**src/rtl/call_ret_stack_if.sv**
```systemverilog
// Request/response bundle between the program-flow sequencer and the return-address stack.
// The sequencer drives requests through master; the stack answers through slave.
interface call_ret_stack_if #(
  parameter int unsigned ADDR_W = 20,
  parameter int unsigned CNT_W  = 5
);
  logic              call_i;
  logic              ret_i;
  logic [ADDR_W-1:0] pc;
  logic [ADDR_W-1:0] call_address;
  logic              err_clr_i;
  logic [ADDR_W-1:0] new_pc;
  logic              pc_load;
  logic [ADDR_W-1:0] top_addr_o;
  logic [CNT_W-1:0]  depth_o;
  logic              full_o;
  logic              empty_o;
  logic              ovf_err_o;
  logic              unf_err_o;
  logic              ill_err_o;

  modport master (
    output call_i, ret_i, pc, call_address, err_clr_i,
    input  new_pc, pc_load, top_addr_o, depth_o, full_o, empty_o,
           ovf_err_o, unf_err_o, ill_err_o
  );

  modport slave (
    input  call_i, ret_i, pc, call_address, err_clr_i,
    output new_pc, pc_load, top_addr_o, depth_o, full_o, empty_o,
           ovf_err_o, unf_err_o, ill_err_o
  );
endinterface

```
**src/rtl/call_ret_stack.sv**
```systemverilog
// Return-address stack: CALL pushes pc+1 and redirects to the target, RET pops and redirects back.
// new_pc/pc_load are registered and feed the PC mux one cycle after the request edge.
module call_ret_stack #(
  parameter int unsigned ADDR_W = 20,
  parameter int unsigned DEPTH  = 16,
  parameter int unsigned CNT_W  = 5
) (
  input logic             clk,
  input logic             rst_n,
  call_ret_stack_if.slave bus
);
  localparam int unsigned IDX_W = $clog2(DEPTH);
  localparam logic [CNT_W-1:0] DEPTH_C = CNT_W'(DEPTH);

  logic [ADDR_W-1:0] mem [DEPTH];
  logic [CNT_W-1:0]  depth;
  logic [ADDR_W-1:0] new_pc_q;
  logic              pc_load_q;
  logic              ovf_q;
  logic              unf_q;
  logic              ill_q;

  logic              full;
  logic              empty;
  logic              only_call;
  logic              only_ret;
  logic              do_call;
  logic              do_ret;
  logic              ovf_ev;
  logic              unf_ev;
  logic              ill_ev;
  logic [IDX_W-1:0]  wr_idx;
  logic [IDX_W-1:0]  top_idx;
  logic [ADDR_W-1:0] top_entry;
  logic [ADDR_W-1:0] ret_addr;

  always_comb begin
    full      = (depth == DEPTH_C);
    empty     = (depth == '0);
    only_call = bus.call_i & ~bus.ret_i;
    only_ret  = bus.ret_i & ~bus.call_i;
    do_call   = only_call & ~full;
    do_ret    = only_ret & ~empty;
    ovf_ev    = only_call & full;
    unf_ev    = only_ret & empty;
    ill_ev    = bus.call_i & bus.ret_i;
    // Index width drops the counter MSB: a write only happens below DEPTH, a read only above 0.
    wr_idx    = IDX_W'(depth);
    top_idx   = IDX_W'(depth - 1'b1);
    top_entry = mem[top_idx];
    ret_addr  = bus.pc + {{(ADDR_W-1){1'b0}}, 1'b1};
  end

  // Storage is intentionally not reset; only entries below depth are ever observed.
  always_ff @(posedge clk) begin
    if (do_call) begin
      mem[wr_idx] <= ret_addr;
    end
  end

  always_ff @(posedge clk or negedge rst_n) begin
    if (!rst_n) begin
      depth     <= '0;
      new_pc_q  <= '0;
      pc_load_q <= 1'b0;
      ovf_q     <= 1'b0;
      unf_q     <= 1'b0;
      ill_q     <= 1'b0;
    end else begin
      pc_load_q <= 1'b0;
      if (do_call) begin
        depth     <= depth + 1'b1;
        new_pc_q  <= bus.call_address;
        pc_load_q <= 1'b1;
      end else if (do_ret) begin
        depth     <= depth - 1'b1;
        new_pc_q  <= top_entry;
        pc_load_q <= 1'b1;
      end
      // A fresh error event wins over a coincident clear.
      ovf_q <= ovf_ev | (ovf_q & ~bus.err_clr_i);
      unf_q <= unf_ev | (unf_q & ~bus.err_clr_i);
      ill_q <= ill_ev | (ill_q & ~bus.err_clr_i);
    end
  end

  assign bus.new_pc     = new_pc_q;
  assign bus.pc_load    = pc_load_q;
  assign bus.top_addr_o = empty ? '0 : top_entry;
  assign bus.depth_o    = depth;
  assign bus.full_o     = full;
  assign bus.empty_o    = empty;
  assign bus.ovf_err_o  = ovf_q;
  assign bus.unf_err_o  = unf_q;
  assign bus.ill_err_o  = ill_q;
endmodule

```
**src/flat_wrapper.sv**
```systemverilog
// flat-port wrapper written by rule: the top's interface ports become plain ports
module call_ret_stack_flat 
#(
  parameter int unsigned ADDR_W = 20,
  parameter int unsigned DEPTH  = 16,
  parameter int unsigned CNT_W  = 5
)
  (clk, rst_n, bus_call_i, bus_ret_i, bus_pc, bus_call_address, bus_err_clr_i, bus_new_pc, bus_pc_load, bus_top_addr_o, bus_depth_o, bus_full_o, bus_empty_o, bus_ovf_err_o, bus_unf_err_o, bus_ill_err_o);
  call_ret_stack_if #(.ADDR_W(ADDR_W), .CNT_W(CNT_W)) bus_i ();
  input logic clk;
  input logic rst_n;
  input wire logic [$bits(bus_i.call_i)-1:0] bus_call_i;
  input wire logic [$bits(bus_i.ret_i)-1:0] bus_ret_i;
  input wire logic [$bits(bus_i.pc)-1:0] bus_pc;
  input wire logic [$bits(bus_i.call_address)-1:0] bus_call_address;
  input wire logic [$bits(bus_i.err_clr_i)-1:0] bus_err_clr_i;
  output wire logic [$bits(bus_i.new_pc)-1:0] bus_new_pc;
  output wire logic [$bits(bus_i.pc_load)-1:0] bus_pc_load;
  output wire logic [$bits(bus_i.top_addr_o)-1:0] bus_top_addr_o;
  output wire logic [$bits(bus_i.depth_o)-1:0] bus_depth_o;
  output wire logic [$bits(bus_i.full_o)-1:0] bus_full_o;
  output wire logic [$bits(bus_i.empty_o)-1:0] bus_empty_o;
  output wire logic [$bits(bus_i.ovf_err_o)-1:0] bus_ovf_err_o;
  output wire logic [$bits(bus_i.unf_err_o)-1:0] bus_unf_err_o;
  output wire logic [$bits(bus_i.ill_err_o)-1:0] bus_ill_err_o;
  assign bus_i.call_i = bus_call_i;
  assign bus_i.ret_i = bus_ret_i;
  assign bus_i.pc = bus_pc;
  assign bus_i.call_address = bus_call_address;
  assign bus_i.err_clr_i = bus_err_clr_i;
  assign bus_new_pc = bus_i.new_pc;
  assign bus_pc_load = bus_i.pc_load;
  assign bus_top_addr_o = bus_i.top_addr_o;
  assign bus_depth_o = bus_i.depth_o;
  assign bus_full_o = bus_i.full_o;
  assign bus_empty_o = bus_i.empty_o;
  assign bus_ovf_err_o = bus_i.ovf_err_o;
  assign bus_unf_err_o = bus_i.unf_err_o;
  assign bus_ill_err_o = bus_i.ill_err_o;
  call_ret_stack #(.ADDR_W(ADDR_W), .DEPTH(DEPTH), .CNT_W(CNT_W)) u_core (.clk(clk), .rst_n(rst_n), .bus(bus_i));
endmodule
```
**config.mk**
```make
export PLATFORM = sky130hd
export DESIGN_NAME = call_ret_stack_flat
export DESIGN_NICKNAME = d
export VERILOG_FILES = /design/src/rtl/call_ret_stack_if.sv /design/src/rtl/call_ret_stack.sv /design/src/flat_wrapper.sv
export SDC_FILE = /design/constraint.sdc
export NUM_CORES = 1
export LEC_CHECK = 0
export ABC_AREA = 1
export BUFFER_PORTS_ARGS = -buffer_cell sky130_fd_sc_hd__buf_2
export CAP_MARGIN = 20
export CORE_MARGIN = 1
export CORE_UTILIZATION = 61
export DETAILED_ROUTE_END_ITERATION = 6
export HOLD_SLACK_MARGIN = 0.06
export PLACE_DENSITY = 0.8
export SYNTH_ARGS = -nofsm -noshare
export SYNTH_HDL_FRONTEND = slang
export SYNTH_SLANG_ARGS = --single-unit
```
**constraint.sdc**
```tcl
create_clock -name clk -period 4.4 [get_ports clk]
set_clock_uncertainty 0.05 [all_clocks]
set_input_delay 0.88 -clock clk [delete_from_list [all_inputs] [get_ports clk]]
set_output_delay 0.88 -clock clk [all_outputs]
set_load 0.02 [all_outputs]
```
==> impl_metrics.yaml <==
critical_path:
  r2r_setup_slack_ns: 1.01
  crit_fanout: 41
  worstPathRequired_ns: 3.47
  cp_data_arrival_time_ns: 3.36
  crit_path_start_kind: "register"
  critPathKind: "reg2out"
  critPathCaptureType: "output pin"
yosys:
  synthMuxAreaShare: 0
  avgSynthCellArea_um2: 9.702
  synth-adder-area-share: 0.003941
  synth_top_family_by_area: "simple AND/OR/NAND/NOR gates"
  synth_seq_cells: 349
  synth_compound_area_frac: 0.008907
  yosysSeqAreaShare: 0.6511
  syn_inst: 1636
  synth-simple-area-share: 0.2314
  synthesis.area_mm2: 0.01587
  synthXorXnorAreaFrac: 0.01159
  yosys_warnings: 0
  synth.distinct_cells: 28
  syn_nets: 1686
sta:
  finalSetupViolCount: 0
  relSlewSlack: 0.4514
  hold_viol: 0
  rsz0062_at_grt: "no"
  worstMarginPinSlew_ns: 0.8220
  fmax_ghz: 0.2332
  tns_ns: 0
  drv_slew: 0
  fin_crit_ns: 4.289
  finalCritPeriodShare: 0.9748
cts:
  cts_sinks: 349
  htreeDepth: 2
  clockRootBuffer: "clkbuf_16"
  cts_buffers: 36
  ctsHoldBuffers: 0
  clockBufferDepth: 3
  tritoncts: "built"
  clk_pin_slew_ns: 0.06
  cts_resized: 0
  post_cts_buffers: 0
  clk_latency_ns: 0.53
place:
  io_buffer_count: 95
  dpl_cell_area_mm2: 0.01680
  dp_cells: 2024
  globalplace.congestion: 0.8792
  hpwlAfterDp_um: 23030
route:
  drt_iter0_drc: 1672
  routed_wirelength_um: 40430
  drt_pre_antenna_iters: 6
  vias: 11953
  drc_errors: 0
  vias_per_cell: 5.695
  wl_per_cell_um: 19.26
  ant_nets: 0
floorplanning:
  ios: 96
  start_util: 0.6267
  die-area_mm2: 0.02667
  row_count: 58
  die-height_um: 163.3
  core_mm2: 0.02533
  die_w_um: 163.3
cells_and_area:
  antenna_cells: 0
  fin_area_mm2: 0.01796
  synthToLayoutAreaGrowth_pct: 13.16
  final_cells: 2099
  drive_above_1_share: 0.1278
  fin_nets: 1791
global_route:
  grt_first_pass_wirelength_um: 61410
  grt_max_degree: 166
  antenna_found_initial: 0
  grt.overflow.total: 0
  grt_pass1_vias: 11362
  grt_usage: 0.3100
pwr:
  power.leakage_nw: 8.084
  powerDensity_mw_per_mm2: 737.8
  vdd_drop_max_mv: 0.9028
run_status:
  outcome: "finished clean"
run:
  maxCapViolations: 0
hold_path:
  hold_class: "in2async"
==> synthesized netlist by cell type <==
cell | count | area [um2]
clkbuf_1 | 19 | 71.32
nor3b_1 | 1 | 7.510
buf_1 | 7 | 26.28
xnor2_1 | 6 | 52.55
or2_2 | 1 | 6.260
nand2_1 | 551 | 2068
nor2_4 | 1 | 11.26
o21ai_0 | 4 | 20.02
buf_6 | 3 | 33.78
buf_2 | 35 | 175.2
o32ai_1 | 1 | 8.760
nand4_1 | 5 | 31.28
nand2_4 | 1 | 11.26
dfrtp_1 | 29 | 725.7
o22ai_1 | 2 | 12.51
a21oi_1 | 20 | 100.1
buf_4 | 12 | 90.09
inv_2 | 6 | 22.52
nand2_2 | 4 | 25.02
ha_1 | 5 | 62.56
edfxtp_1 | 320 | 9609
xor2_1 | 15 | 131.4
nor3_1 | 9 | 45.04
nand3_1 | 270 | 1351
nand3b_1 | 2 | 15.01
nand3_2 | 1 | 10.01
nor2_1 | 24 | 90.09
inv_1 | 282 | 1059
==> final cells by class <==
type	instances	area [um2]
clock inverter	19	121.4
multi-input combinational	923	4136
clock buffer	47	963.4
timing repair buffer	143	904.6
tap	330	412.9
sequential	349	10340
fill	1720	7366
inverter	288	1084
==> cell usage in the layout (no fill, tap or decap), types with 3 or more instances in the layout <==
master / count
ha_1: 4
nor2_2: 13
a21oi_1: 20
inv_2: 5
dfrtp_1: 28
buf_2: 95
nand2_1: 551
o21ai_0: 4
buf_12: 5
xor2_1: 14
nor3_2: 3
nand4_1: 5
nor3_1: 6
nand3_1: 270
nand2_2: 4
nor2_1: 11
edfxtp_1: 320
buf_4: 42
clkbuf_1: 10
inv_1: 282
xnor2_1: 5
clkbuf_16: 37
clkinv_2: 8
clkinv_1: 7
==> worst max-delay path, stage by stage (launching register included) <==
cell     delay [ns]
dfrtp_4        0.50
inv_4          0.36
ha_2           0.40
inv_2          0.37
buf_12         0.26
nand3_1        0.10
nand3_1        0.10
nand3_1        0.12
a21oi_1        0.35
buf_2          0.24
==> where the power goes <==
part	leakage, nW	total [mW]	switching (mW)	internal (mW)
clock	0.533	2.83	1.22	1.61
sequential	3.24	4.02	0.126	3.90
combinational	4.31	6.40	4.56	1.84
==> state kept, by name (all words and copies together), names as in the netlist <==
register	count
u_core.bus.depth_o	5
u_core.bus.pc_load	1
u_core.bus.new_pc	20
u_core.bus.ill_err_o	1
u_core.bus.unf_err_o	1
u_core.bus.ovf_err_o	1
u_core.mem	320
==> path summary, 6_finish.rpt <==
check / depth (start not counted) / startpoint / end
worst max-delay path: 9 / u_core.bus.depth_o[0] / bus_top_addr_o[7]
worst min register to register: 2 / u_core.bus.unf_err_o / u_core.bus.unf_err_o
min in group clk: 2 / u_core.bus.unf_err_o / u_core.bus.unf_err_o
worst min-delay path: 1 / rst_n / u_core.bus.new_pc[0]
worst max register to register: 10 / u_core.bus.depth_o[0] / u_core.mem[13][9]
max in group asynchronous: 1 / rst_n / u_core.bus.depth_o[0]
==> layer usage <==
metal	routed length, um	track usage	up-vias
li1	-	-	5460
met1	15340	0.4245	5562
met2	18680	0.4869	805
met3	4853	0.05485	126
met4	1544	0.1398	0
met5	0	0	-
==> stage by stage <==
| stage | util | hold slack (ns) | power, mW | worst slack [ns] |
|---|---|---|---|---|
| global route | 0.7092 | 0.3738 | 13.87 | 0.01154 |
| CTS | 0.7063 | 0.3300 | 13.12 | 0.2186 |
| detailed placement | 0.6634 | 0.4641 | 10.25 | 0.8236 |
| finish | 0.7092 | 0.3241 | 13.25 | 0.1110 |
| floorplan | - | 0.5344 | 8.147 | 0.6707 |
| global placement | 0.6631 | 0.4512 | 10.13 | 0.8419 |
==> cells by family (layout without fill, tap and decap cells) <==
logic type,after synthesis,after routing
AO/OA/AOI/OAI,27,27
AND/OR/NAND/NOR,870,870
flip-flops,349,349
buffers and inverters,364,497
XOR/XNOR,21,21
adder cells (fa/ha/maj),5,5
Power figures use the tool's default switching activity.
